[src/rtl/mem_interface_pkg.sv]
// Shared encodings and helpers for the byte-serial memory interface.
// Latency: none (constants and pure functions only).
// Backpressure: not applicable.
package mem_defs;

    // Request size encodings
    localparam logic [1:0] SIZE_BYTE    = 2'b00;
    localparam logic [1:0] SIZE_HALF    = 2'b01;
    localparam logic [1:0] SIZE_WORD    = 2'b10;
    localparam logic [1:0] SIZE_ILLEGAL = 2'b11;

    // Direction encodings
    localparam logic RW_READ  = 1'b1;
    localparam logic RW_WRITE = 1'b0;

    // Sequencer state encodings
    localparam logic [1:0] ST_IDLE   = 2'd0;
    localparam logic [1:0] ST_WRITE  = 2'd1;
    localparam logic [1:0] ST_READ   = 2'd2;
    localparam logic [1:0] ST_FINISH = 2'd3;

    // Request attributes kept for the whole sequence
    typedef struct packed {
        logic [1:0] size;
        logic       sign_ext;
    } req_t;

    // Number of RAM bytes touched by a request of the given size
    function automatic logic [2:0] size_bytes(input logic [1:0] size);
        logic [2:0] n;
        case (size)
            SIZE_BYTE: n = 3'd1;
            SIZE_HALF: n = 3'd2;
            default:   n = 3'd4;
        endcase
        return n;
    endfunction

    // Illegal size or misaligned base address
    function automatic logic req_illegal(input logic [1:0] size, input logic [1:0] addr_lo);
        return (size == SIZE_ILLEGAL) ||
               ((size == SIZE_HALF) && addr_lo[0]) ||
               ((size == SIZE_WORD) && (addr_lo != 2'b00));
    endfunction

endpackage

[src/rtl/mem_interface_if.sv]
// Control-unit side of the memory interface: request fields plus MOV/MFC handshake.
// Latency: none (wires only).
// Backpressure: busy high means further mov strobes are ignored.
interface mem_interface_if #(
    parameter int ADDR_W = 9,
    parameter int DATA_W = 32
);
    logic              mov;
    logic              rw;
    logic [1:0]        size;
    logic              sign_ext;
    logic [ADDR_W-1:0] addr;
    logic [DATA_W-1:0] wdata;
    logic [DATA_W-1:0] rdata;
    logic              mfc;
    logic              err;
    logic              busy;

    // Control unit drives the request and observes completion
    modport master (
        output mov, rw, size, sign_ext, addr, wdata,
        input  rdata, mfc, err, busy
    );

    // Memory interface consumes the request and reports completion
    modport slave (
        input  mov, rw, size, sign_ext, addr, wdata,
        output rdata, mfc, err, busy
    );
endinterface

[src/rtl/mem_interface_load_extend.sv]
// Zero/sign extension of an assembled big-endian load to the full word.
// Latency: combinational.
// Backpressure: none.
module load_extend
    import mem_defs::*;
#(
    parameter int DATA_W = 32
) (
    input  logic [DATA_W-1:0] asm_dat,
    input  logic [1:0]        size,
    input  logic              sign_ext,
    output logic [DATA_W-1:0] ext_dat
);

    // Replicate bit 7 or bit 15 when sign extension is requested; words pass through
    always_comb begin
        ext_dat = asm_dat;
        case (size)
            SIZE_BYTE: ext_dat = {{(DATA_W-8){sign_ext & asm_dat[7]}}, asm_dat[7:0]};
            SIZE_HALF: ext_dat = {{(DATA_W-16){sign_ext & asm_dat[15]}}, asm_dat[15:0]};
            default:   ext_dat = asm_dat;
        endcase
    end

endmodule

[src/rtl/mem_interface.sv]
// Splits byte/half/word loads and stores into single-byte RAM accesses, MSB first.
// Latency: store N, load N+1, rejected request 1 edge(s) from acceptance to mfc.
// Backpressure: one request at a time; mov ignored unless idle, busy flags the sequence.
module mem_interface
    import mem_defs::*;
#(
    parameter int ADDR_W = 9,
    parameter int DATA_W = 32
) (
    input  logic              main_clk,
    input  logic              reset,
    mem_interface_if.slave    bus,
    output logic [ADDR_W-1:0] ram_addr,
    output logic              ram_we,
    output logic [7:0]        ram_wdata,
    input  logic [7:0]        ram_rdata
);

    logic [1:0]        state_q,     state_d;
    logic [2:0]        k_q,         k_d;
    logic [ADDR_W-1:0] base_q,      base_d;
    req_t              req_q,       req_d;
    logic              err_pend_q,  err_pend_d;
    logic [DATA_W-9:0] wsh_q,       wsh_d;
    logic [DATA_W-9:0] asm_q,       asm_d;
    logic [DATA_W-1:0] rdata_q,     rdata_d;
    logic              mfc_q,       mfc_d;
    logic              err_q,       err_d;
    logic              busy_q,      busy_d;
    logic [ADDR_W-1:0] ram_addr_q,  ram_addr_d;
    logic              ram_we_q,    ram_we_d;
    logic [7:0]        ram_wdata_q, ram_wdata_d;

    logic [2:0]        n_bytes;
    logic [2:0]        k_inc;
    logic [ADDR_W-1:0] next_addr;
    logic [DATA_W-1:0] wdata_aligned;
    logic [DATA_W-1:0] asm_shift;
    logic [DATA_W-1:0] load_ext;
    logic              req_bad;

    assign n_bytes   = size_bytes(req_q.size);
    assign k_inc     = k_q + 3'd1;
    assign next_addr = base_q + {{(ADDR_W-3){1'b0}}, k_inc};
    assign asm_shift = {asm_q, ram_rdata};
    assign req_bad   = req_illegal(bus.size, bus.addr[1:0]);

    // Left-justify the used store bytes so the first byte out is always the top byte
    always_comb begin
        wdata_aligned = bus.wdata;
        case (bus.size)
            SIZE_BYTE: wdata_aligned = {bus.wdata[7:0],  {(DATA_W-8){1'b0}}};
            SIZE_HALF: wdata_aligned = {bus.wdata[15:0], {(DATA_W-16){1'b0}}};
            default:   wdata_aligned = bus.wdata;
        endcase
    end

    load_extend #(.DATA_W(DATA_W)) u_load_extend (
        .asm_dat  (asm_shift),
        .size     (req_q.size),
        .sign_ext (req_q.sign_ext),
        .ext_dat  (load_ext)
    );

    // Sequencer: accept, walk the bytes, then hold a single mfc cycle
    always_comb begin
        state_d     = state_q;
        k_d         = k_q;
        base_d      = base_q;
        req_d       = req_q;
        err_pend_d  = err_pend_q;
        wsh_d       = wsh_q;
        asm_d       = asm_q;
        rdata_d     = rdata_q;
        mfc_d       = 1'b0;
        err_d       = err_q;
        busy_d      = busy_q;
        ram_addr_d  = ram_addr_q;
        ram_we_d    = 1'b0;
        ram_wdata_d = ram_wdata_q;

        case (state_q)
            ST_IDLE: begin
                if (bus.mov) begin
                    req_d.size     = bus.size;
                    req_d.sign_ext = bus.sign_ext;
                    base_d         = bus.addr;
                    k_d            = 3'd0;
                    asm_d          = '0;
                    busy_d         = 1'b1;
                    err_pend_d     = req_bad;
                    state_d        = (bus.rw == RW_READ) ? ST_READ : ST_WRITE;
                    // Rejected requests never drive the RAM
                    if (!req_bad) begin
                        ram_addr_d = bus.addr;
                        if (bus.rw == RW_WRITE) begin
                            ram_we_d    = 1'b1;
                            ram_wdata_d = wdata_aligned[DATA_W-1 -: 8];
                            wsh_d       = wdata_aligned[DATA_W-9:0];
                        end
                    end
                end
            end

            ST_WRITE: begin
                if (err_pend_q || (k_q == n_bytes - 3'd1)) begin
                    state_d = ST_FINISH;
                    mfc_d   = 1'b1;
                    err_d   = err_pend_q;
                    busy_d  = 1'b0;
                end else begin
                    k_d         = k_inc;
                    ram_addr_d  = next_addr;
                    ram_we_d    = 1'b1;
                    ram_wdata_d = wsh_q[DATA_W-9 -: 8];
                    wsh_d       = {wsh_q[DATA_W-17:0], 8'h00};
                end
            end

            ST_READ: begin
                if (err_pend_q) begin
                    state_d = ST_FINISH;
                    mfc_d   = 1'b1;
                    err_d   = 1'b1;
                    busy_d  = 1'b0;
                end else begin
                    // Byte for address k-1 arrives one cycle after that address
                    if (k_q != 3'd0) begin
                        asm_d = asm_shift[DATA_W-9:0];
                    end
                    if (k_q == n_bytes) begin
                        rdata_d = load_ext;
                        state_d = ST_FINISH;
                        mfc_d   = 1'b1;
                        err_d   = 1'b0;
                        busy_d  = 1'b0;
                    end else begin
                        k_d = k_inc;
                        if (k_inc < n_bytes) begin
                            ram_addr_d = next_addr;
                        end
                    end
                end
            end

            ST_FINISH: begin
                state_d = ST_IDLE;
            end

            default: begin
                state_d = ST_IDLE;
            end
        endcase
    end

    // State and output registers with asynchronous clear
    always_ff @(posedge main_clk or posedge reset) begin
        if (reset) begin
            state_q     <= ST_IDLE;
            k_q         <= 3'd0;
            base_q      <= '0;
            req_q       <= '0;
            err_pend_q  <= 1'b0;
            wsh_q       <= '0;
            asm_q       <= '0;
            rdata_q     <= '0;
            mfc_q       <= 1'b0;
            err_q       <= 1'b0;
            busy_q      <= 1'b0;
            ram_addr_q  <= '0;
            ram_we_q    <= 1'b0;
            ram_wdata_q <= 8'h00;
        end else begin
            state_q     <= state_d;
            k_q         <= k_d;
            base_q      <= base_d;
            req_q       <= req_d;
            err_pend_q  <= err_pend_d;
            wsh_q       <= wsh_d;
            asm_q       <= asm_d;
            rdata_q     <= rdata_d;
            mfc_q       <= mfc_d;
            err_q       <= err_d;
            busy_q      <= busy_d;
            ram_addr_q  <= ram_addr_d;
            ram_we_q    <= ram_we_d;
            ram_wdata_q <= ram_wdata_d;
        end
    end

    assign bus.rdata = rdata_q;
    assign bus.mfc   = mfc_q;
    assign bus.err   = err_q;
    assign bus.busy  = busy_q;
    assign ram_addr  = ram_addr_q;
    assign ram_we    = ram_we_q;
    assign ram_wdata = ram_wdata_q;

endmodule

[src/flat_wrapper.sv]
// flat-port wrapper written by rule: the top's interface ports become plain ports
module mem_interface_flat import mem_defs::*;
#(
    parameter int ADDR_W = 9,
    parameter int DATA_W = 32
)
  (main_clk, reset, ram_addr, ram_we, ram_wdata, ram_rdata, bus_mov, bus_rw, bus_size, bus_sign_ext, bus_addr, bus_wdata, bus_rdata, bus_mfc, bus_err, bus_busy);
  mem_interface_if #(.ADDR_W(ADDR_W), .DATA_W(DATA_W)) bus_i ();
  input  logic main_clk;
  input  logic reset;
  output logic [ADDR_W-1:0] ram_addr;
  output logic ram_we;
  output logic [7:0] ram_wdata;
  input  logic [7:0] ram_rdata;
  input wire logic [$bits(bus_i.mov)-1:0] bus_mov;
  input wire logic [$bits(bus_i.rw)-1:0] bus_rw;
  input wire logic [$bits(bus_i.size)-1:0] bus_size;
  input wire logic [$bits(bus_i.sign_ext)-1:0] bus_sign_ext;
  input wire logic [$bits(bus_i.addr)-1:0] bus_addr;
  input wire logic [$bits(bus_i.wdata)-1:0] bus_wdata;
  output wire logic [$bits(bus_i.rdata)-1:0] bus_rdata;
  output wire logic [$bits(bus_i.mfc)-1:0] bus_mfc;
  output wire logic [$bits(bus_i.err)-1:0] bus_err;
  output wire logic [$bits(bus_i.busy)-1:0] bus_busy;
  assign bus_i.mov = bus_mov;
  assign bus_i.rw = bus_rw;
  assign bus_i.size = bus_size;
  assign bus_i.sign_ext = bus_sign_ext;
  assign bus_i.addr = bus_addr;
  assign bus_i.wdata = bus_wdata;
  assign bus_rdata = bus_i.rdata;
  assign bus_mfc = bus_i.mfc;
  assign bus_err = bus_i.err;
  assign bus_busy = bus_i.busy;
  mem_interface #(.ADDR_W(ADDR_W), .DATA_W(DATA_W)) u_core (.main_clk(main_clk), .reset(reset), .bus(bus_i), .ram_addr(ram_addr), .ram_we(ram_we), .ram_wdata(ram_wdata), .ram_rdata(ram_rdata));
endmodule
[config.mk]
export PLATFORM = sky130hd
export DESIGN_NAME = mem_interface_flat
export DESIGN_NICKNAME = d
export VERILOG_FILES = /design/src/rtl/mem_interface_pkg.sv /design/src/rtl/mem_interface_if.sv /design/src/rtl/mem_interface_load_extend.sv /design/src/rtl/mem_interface.sv /design/src/flat_wrapper.sv
export SDC_FILE = /design/constraint.sdc
export NUM_CORES = 1
export LEC_CHECK = 0
export ABC_AREA = 1
export ABC_CLOCK_PERIOD_IN_PS = 3500
export CAP_MARGIN = 20
export CORE_UTILIZATION = 38
export DETAILED_ROUTE_END_ITERATION = 6
export GPL_ROUTABILITY_DRIVEN = 0
export GPL_TIMING_DRIVEN = 0
export PLACE_DENSITY = 0.68
export REMOVE_ABC_BUFFERS = 1
export SLEW_MARGIN = 20
export SYNTH_ARGS = -nofsm -noshare
export SYNTH_HDL_FRONTEND = slang
export SYNTH_HIERARCHICAL = 1
export SYNTH_SLANG_ARGS = --single-unit
[constraint.sdc]
create_clock -name main_clk -period 3.5 [get_ports main_clk]
set_input_delay 0.35 -clock main_clk [delete_from_list [all_inputs] [get_ports main_clk]]
set_output_delay 0.35 -clock main_clk [all_outputs]
set_load 0.005 [all_outputs]
==> summary by stage, run 1 <==
STA
Setup total negative slack on the finished layout was measured at 0 ns. Across all setup checks in the final design, the least slack found is 0.683 ns. Setup repair after global routing left no endpoint under its margin.

For the final database, setup skew stands at 0.0100 ns. The worst hold slack is 0.354 ns. After layout, the worst path uses 80.5% of the clock period. The final-report max-slew violation count came to 0. The maximum clock rate is 355 MHz. The worst pin sits at a relative slew slack of 28.1%. The clock period minus worst slack is 2.82 ns. The final setup violation count is 0. The hold violation count in the final report is 0. At the pin with the least slew margin, the transition time is 1.08 ns.

Setup path
The combined buffer and inverter count along the critical path is 2. The category of the most critical setup path is register to register. At the worst endpoint, the required time is 3.84 ns. The worst setup path is launched from a register. At the worst endpoint, the arrival time is 3.15 ns. Along the worst path, the maximum fanout reaches 36.

The largest stage delay on the critical path is 1.05 ns. STA classifies the critical path endpoint as a register. The critical path's top delay family is flip-flops. Traced cell by cell, the critical path runs through nor2_1 -> ha_1 -> inv_1 -> nor2_1 -> nand3_1 -> nand2_1 -> nand2_2 -> nand2_2 -> buf_12 -> nand2_1 -> o21ai_1. The slowest cell on the critical path is dfrtp_1.

Synth
The area of the mapped netlist is 6200 µm². In the synthesized netlist, the number of instances is 769. In the synthesized netlist the dominant register cell turns out to be dfrtp_1. The largest area contributor in the netlist is dfrtp_1. The share of synthesized flip-flops with an asynchronous set or reset is 100%. The number of flops mapped to enable cells by yosys is 0. Yosys mapped the design onto 40 distinct sky130hd cell types. By area, the combinational part of the netlist is dominated by simple AND/OR/NAND/NOR gates. The compound-cell area share of the yosys netlist is 12.7%. A synthesized cell averages 8.06 µm². The number of synthesis warnings is 6.

Summing the areas of all xor and xnor instances in the mapped netlist gives 0.283% of the synthesized area. The area share of the leading cell type in the synthesized netlist is 48.0%. The post-synthesis mux area share is 0%. Ranked by instance count, the synthesized netlist is headed by nand2_1 (256), dfrtp_1 (119), inv_1 (87).

After Yosys synthesis, full adders, half adders and majority gates account for 2.74% of the synthesized area. After synthesis, the cell types taking the most area are dfrtp_1 (48%), nand2_1 (15%), inv_1 (5.3%). The part of the Yosys area used for sequential elements is 48.0%. The share of synthesized cell area in and, or, nand and nor gates is 25.9%.

Among all cell types in the netlist, the one instantiated most often is nand2_1. After synthesis the netlist holds a flip-flop and latch count of 119.

Layout
The filler cells instantiated in the layout total 1,563. The count of cells in the finished layout, fillers not included, comes to 1,084. The area overhead of the layout relative to synthesis is 28.8%. With fillers left out, the area of the finished cells amounts to 7990 µm². The antenna cell count is 0. After the last flow step, the layout net total stands at 924. Cells with a size suffix above 1 make up 9.45% of the layout.

Routing
The post-detailed-route DRC marker count is 0. In the routed layout, each cell is associated on average with a via count of 4.73. The first-pass iteration count of the detailed router is 5.

Summing over every cut layer, the via total after detailed routing is 5,128. Summed over all layers, the routed wires come to 14,300 µm. For this block, the initial DRC count from the detailed router was 320. The routed wire length on met3 is 761 µm.

The highest layer used for signal routing is met4. The met2 wire length is 6370 µm. The met1 wire length is 7010 µm.

The average routed wire per standard cell is 13.2 µm. In this run the remaining antenna-violating nets after routing total 0.

Placement
The post-detailed-placement half-perimeter wirelength is 9350 µm. After detailed placement, the design holds a cell count of 1,051. The count of buffers from port buffering is 108. The placed instance area is 7320 µm².

At the placement stage, the worst setup path has a slack of 0.136 ns.

Job
The number of max-capacitance violations reported is 0.

GRT
Global routing used 18.5% of the available tracks across all layers. The number of global-route vias before repair is 4,965. The initial antenna violation count is 0. The first global-routing pass estimated 24,300 µm of wire. Entering global routing, the biggest net connects 67 pins. The aggregate global routing overflow is 0.

Die
The floorplan step set the die width to 130 µm. The cell row count is 46. The area of the core region is 15,900 µm². The number of placed I/O pins is 109. From bottom edge to top edge, the die measures 130 µm. The die covers 16,800 µm². For this configuration, the core starts out at a cell density of 39.0%.

Clock network
At the later pin of the worst-skew pair, clock insertion delay measures 0.42 ns. In this run, post-CTS repair resized a total of 0 instances. The maximum clock insertion buffer count is 2. The clock tree from TritonCTS is built. The H-tree depth is 4.

The clock transition time at the flip-flop clock pins of the worst setup and hold paths is 0.06 ns. The clock drives 119 sinks. The root buffer cell is clkbuf_16. Once the clock tree was built, the setup fixing pass inserted 0 buffers. The number of hold buffers added after CTS was 0.

In this run, CTS created clock tree buffers numbering 17.

Power and ir drop
The peak supply drop is 434 µV. The total power density per cell area is 931 nW/µm². The reported leakage power is 3.89 nW.

Status
The run finished with clean final reports.

Worst hold path
The tightest min-delay check is of the input port to asynchronous set/reset pin type.
[state kept, by name, indices dropped and copies added (netlist names)]
signal	cells
u_core/asm_q	24
u_core/base_q	9
u_core/bus.busy	1
u_core/bus.err	1
u_core/bus.mfc	1
u_core/bus.rdata	32
u_core/err_pend_q	1
u_core/k_q	3
u_core/ram_addr	9
u_core/ram_wdata	8
u_core/ram_we	1
u_core/req_q	3
u_core/state_q	2
u_core/wsh_q	24
[final timing paths]
path,start,endpoint,slack (ns),depth (start not counted)
max reg2reg,u_core/req_q[2],u_core/ram_wdata[6],0.68,11
min in group main_clk,u_core/ram_addr[3],u_core/ram_addr[3],0.47,2
max,u_core/req_q[2],u_core/ram_wdata[6],0.68,11
min,reset,u_core/ram_wdata[1],0.35,2
max in group asynchronous,reset,u_core/ram_addr[1],2.45,3
min reg2reg,u_core/ram_addr[3],u_core/ram_addr[3],0.47,2
[worst reg2reg max path: cells and delay by family (launching register included)]
kind,cells,cell delay (ns)
buf+inv,2,0.30
simple gates,7,0.98
compound gates,1,0.09
fa+ha+maj,1,0.33
flops,1,1.05
[through the flow]
stage / utilization (%) / total power, W
3_5_place_dp: 46.1 / 0.00558
6_report: 50.3 / 0.00744
5_1_grt: 50.3 / 0.00806
3_3_place_gp: 45.7 / 0.00547
2_1_floorplan: - / 0.00429
4_1_cts: 50.1 / 0.00750
[cell usage in the layout, fill, tap and decap left out, types with 2 or more instances in the layout]
cell type        count
a21oi_1             13
a22oi_1              8
buf_12               2
bufinv_16            4
clkbuf_16           17
clkdlybuf4s50_1    108
clkinv_2             3
clkinv_4             4
dfrtp_1            119
ha_1                11
inv_1               86
inv_2                5
inv_6                4
nand2_1            256
nand2_2              4
nand2_4              4
nand3_1             50
nand3_2             12
nand3b_1             3
nand4_1              2
nor2_1              11
nor2_2               6
nor2_4               3
o21ai_0             37
o21ai_1             58
o21ai_2              4
o22ai_1             17
[cells by family (layout without fill, tap and decap cells)]
kind of cell | Yosys count | count (layout)
and+or+nand+nor | 356 | 356
AOI/OAI and AO/OA | 142 | 142
xor gates and xnor gates | 2 | 2
DFF | 119 | 119
buffers and inverters | 137 | 236
adders and majority gates | 13 | 13
[final cells by class]
class                   count  area [µm²]  area share [%]
repair buffers            111        1150            14.4
flip-flops and latches    119        2980            37.3
clock buffers              18         439            5.50
clock inverters            14         196            2.46
well taps                 216         270            3.38
inverters                  93         357            4.47
multi-input cells         513        2600            32.5
[per-layer routing]
layer / up-vias / track usage (%)
met1: 2355 / 25.3
met2: 118 / 28.7
li1: 2641 / -
met3: 14 / 4.63
met4: 0 / 6.16
met5: - / 0
[power by group]
part | internal [W] | switching (W)
Sequential | 0.00194 | 0.000395
Combinational | 0.00139 | 0.00184
Clock | 0.00122 | 0.000663
Total | 0.00454 | 0.00290
(Power assumes the default switching activity.)
==> run 2: changes to the inputs <==
ABC_CLOCK_PERIOD_IN_PS = 2480   (was 3500)
clock period = 2.48 ns   (was 3.5 ns; I/O delays follow)
==> summary by stage, run 2 (synthesized netlist as in run 1, its figures left out) <==
Die
The cell row count came to 46 (unchanged). The chip height is 130 µm (unchanged). The number of placed I/O pins came to 109 (unchanged).

The die boundary width was 130 µm (unchanged). The effective utilization at floorplan is 39.0% (unchanged). The area of the core region is 15,900 µm² (unchanged).

The floorplan die area is 16,800 µm² (unchanged).

Setup path
On the critical path, the stage with the largest delay is an instance of dfrtp_4. The element type at the critical path end is a register. The cell with the most instances on the worst path is nand2_1.

In this run the worst setup path begins at u_core/req_q[2]. The launching element type of the critical path is a register. The critical-path maximum fanout is 57 (+58%).

The data arrival time at the worst-slack endpoint was 2.56 ns (-0.59 ns). The critical path goes through nor2_1 -> ha_1 -> inv_1 -> nor2_1 -> nand3_1 -> nand2_1 -> nand2_2 -> nand2_8 -> inv_2 -> nand2_1 -> nand2_1. The launch instance of the worst register-to-register path is u_core/req_q[2].

The critical path is of the register to register type. The largest stage delay on the critical path is 0.66 ns (-0.39 ns). The critical path data required time came to 2.79 ns (-1.05 ns).

STA
The final period utilization is 90.9% (+10 points). The clock period minus worst slack is 2.25 ns (-0.564 ns). The relative max-transition margin was 46.7% (+19 points). The setup slack of the critical path after layout is 0.227 ns (-0.456 ns). The hold violation count in the final report is 0 (unchanged). The setup TNS is 0 ns (unchanged). The final-report max-slew violation count is 0 (unchanged). The final setup violation count was 0 (unchanged).

Setup repair after global routing left no endpoint under its margin. The worst-case clock skew is 0.00785 ns (-0.00217 ns). The maximum clock rate is 444 MHz (+25%). The transition time at the pin with the least slew margin is 0.798 ns (-0.281 ns).

Layout
The number of nets at the end of the flow was 927 (+0.32%). The most common library cell in the layout ignoring fill and taps is nand2_1. The count of fill cells added during filler insertion is 1,561 (-0.13%). The final design utilization was 50.6% (+0.31 points). The area overhead of the layout relative to synthesis is 29.6%. In the layout the commonest cells are nand2_1 (256), dfrtp_1 (117), clkdlybuf4s50_1 (108), inv_1 (84), o21ai_1 (58). The proportion of layout cells with a drive suffix above 1 is 10.3% (+0.89 points). The antenna cell count is 0 (unchanged). The final design area excluding fillers is 8030 µm² (+0.61%). The flip-flop count of the largest register after layout is 32 (unchanged).

Routing
The remaining number of nets flagged by the antenna check after routing is 0 (unchanged). The vias per cell is 4.78 (+1.0%). The number of vias in the routed layout came to 5,195 (+1.3%). The DRC marker count from the first detailed-route iteration is 287 (-10%).

The post-detailed-route DRC marker count was 0 (unchanged). The first-pass iteration count of the detailed router is 5 (unchanged). The average routed wire per standard cell is 13.4 µm (+1.4%). The final routed wirelength across all metal layers is 14,500 µm (+1.7%).

GRT
The global-route wire length before repair was 24,400 µm (+0.45%). The number of global-route vias before repair is 4,985 (+0.40%). The initial antenna violation count is 0 (unchanged).

The aggregate global routing overflow is 0 (unchanged). The largest net degree at the start of global routing is 67 (unchanged). The global routing usage summed across all routing layers is 18.6% (+0.080 points).

Power and ir drop
The switching power total is 0.00414 W (+43%). The reported leakage power is 3.88 nW (-0.12%). The part of the total power dissipated in the clock network is 25.1% (-0.2 points). The internal cell power was 0.00643 W (+42%).

The switching share of total power was 39.1% (+0.18 points). The overall power after layout is 0.0106 W (+42%). The peak supply drop was 640 µV (+47%).

The part of the total power dissipated in combinational logic is 43.7% (+0.3 points). The portion of total power attributed to sequential cells is 31.2% (about the same). The total power density per cell area was 1320 nW/µm² (+41%).

Status
The run finished with clean final reports.

Clock network
The number of sinks on the clock net is 119 (unchanged). The H-tree depth is 4 (unchanged). The tree is rooted in a clkbuf_16. The maximum clock insertion buffer count is 2 (unchanged). The number of buffers inserted during clock tree synthesis came to 17 (unchanged). TritonCTS built the clock tree. The clock transition time at the flip-flop clock pins of the worst setup and hold paths came to 0.06 ns (about the same). The clock network latency to the later pin of the worst-skew pair was 0.42 ns (about the same).

Placement
The count of buffers from port buffering is 108 (unchanged). The placed instance area came to 7320 µm² (unchanged). The post-detailed-placement half-perimeter wirelength is 9350 µm (unchanged). The worst setup slack after placement is -0.884 ns (-1.02 ns).

Job
The number of max-capacitance violations reported is 0 (unchanged).

Worst hold path
The min-delay analysis places its worst path in the category input port to asynchronous set/reset pin.
==> run 2: layout make-up <==
class | instances | area (µm²) | share of cell area [%]
well taps | 216 | 270 | 3.36
inverters | 93 | 364 | 4.53
repair buffers | 113 | 1150 | 14.3
flip-flops and latches | 119 | 2980 | 37.1
clock buffers | 18 | 439 | 5.47
multi-input cells | 513 | 2620 | 32.6
clock inverters | 14 | 196 | 2.45
repair inverters | 1 | 7.51 | 0.0934
==> run 2: critical path, delay by kind of cell (launching register included) <==
family / cells / cell delay [ns]
flops: 1 / 0.66
fa+ha+maj: 1 / 0.29
simple gates: 8 / 0.97
buf+inv: 2 / 0.22
==> run 2: stage by stage <==
step	std cells	hold WS (ns)
global placement	1049	0.455
floorplan	725	0.345
global route	1087	0.296
finish	1087	0.254
CTS	1083	0.269
detailed placement	1051	0.458
==> run 2: routing by layer <==
| layer | GRT usage (%) | part of all wire, % | vias to the layer above |
|---|---|---|---|
| met4 | 6.16 | 1.0 | 0 |
| li1 | - | - | 2652 |
| met2 | 28.9 | 45 | 128 |
| met5 | 0 | 0 | - |
| met1 | 25.4 | 49 | 2405 |
| met3 | 4.63 | 5.0 | 10 |
==> run 2: timing repair <==
action,4_1_cts,5_1_grt
setup buffers,0,3
gates resized for setup,7,4
setup endpoints to repair,75,24
hold buffers,0,0
pin swaps,0,0
cloned,0,1
==> run 2: path summary, 6_finish.rpt <==
check	endpoint	slack (ns)	cells after the start
max in group asynchronous	u_core/req_q[2]	1.52	3
setup / recovery	u_core/wsh_q[23]	0.23	11
hold / removal	u_core/wsh_q[6]	0.25	2
setup reg to reg	u_core/wsh_q[23]	0.23	11
min in group main_clk	u_core/req_q[0]	0.38	3
hold reg to reg	u_core/ram_addr[3]	0.47	2
==> run 2: power by group through the flow <==
stage                     combinational [W]  sequential [W]  clock (W)
after floorplan                     0.00281         0.00324          0
after global placement              0.00442         0.00331          0
after detailed placement            0.00456         0.00332          0
after CTS                           0.00461         0.00331    0.00271
after global routing                0.00527         0.00341    0.00278
final                               0.00462         0.00330    0.00265
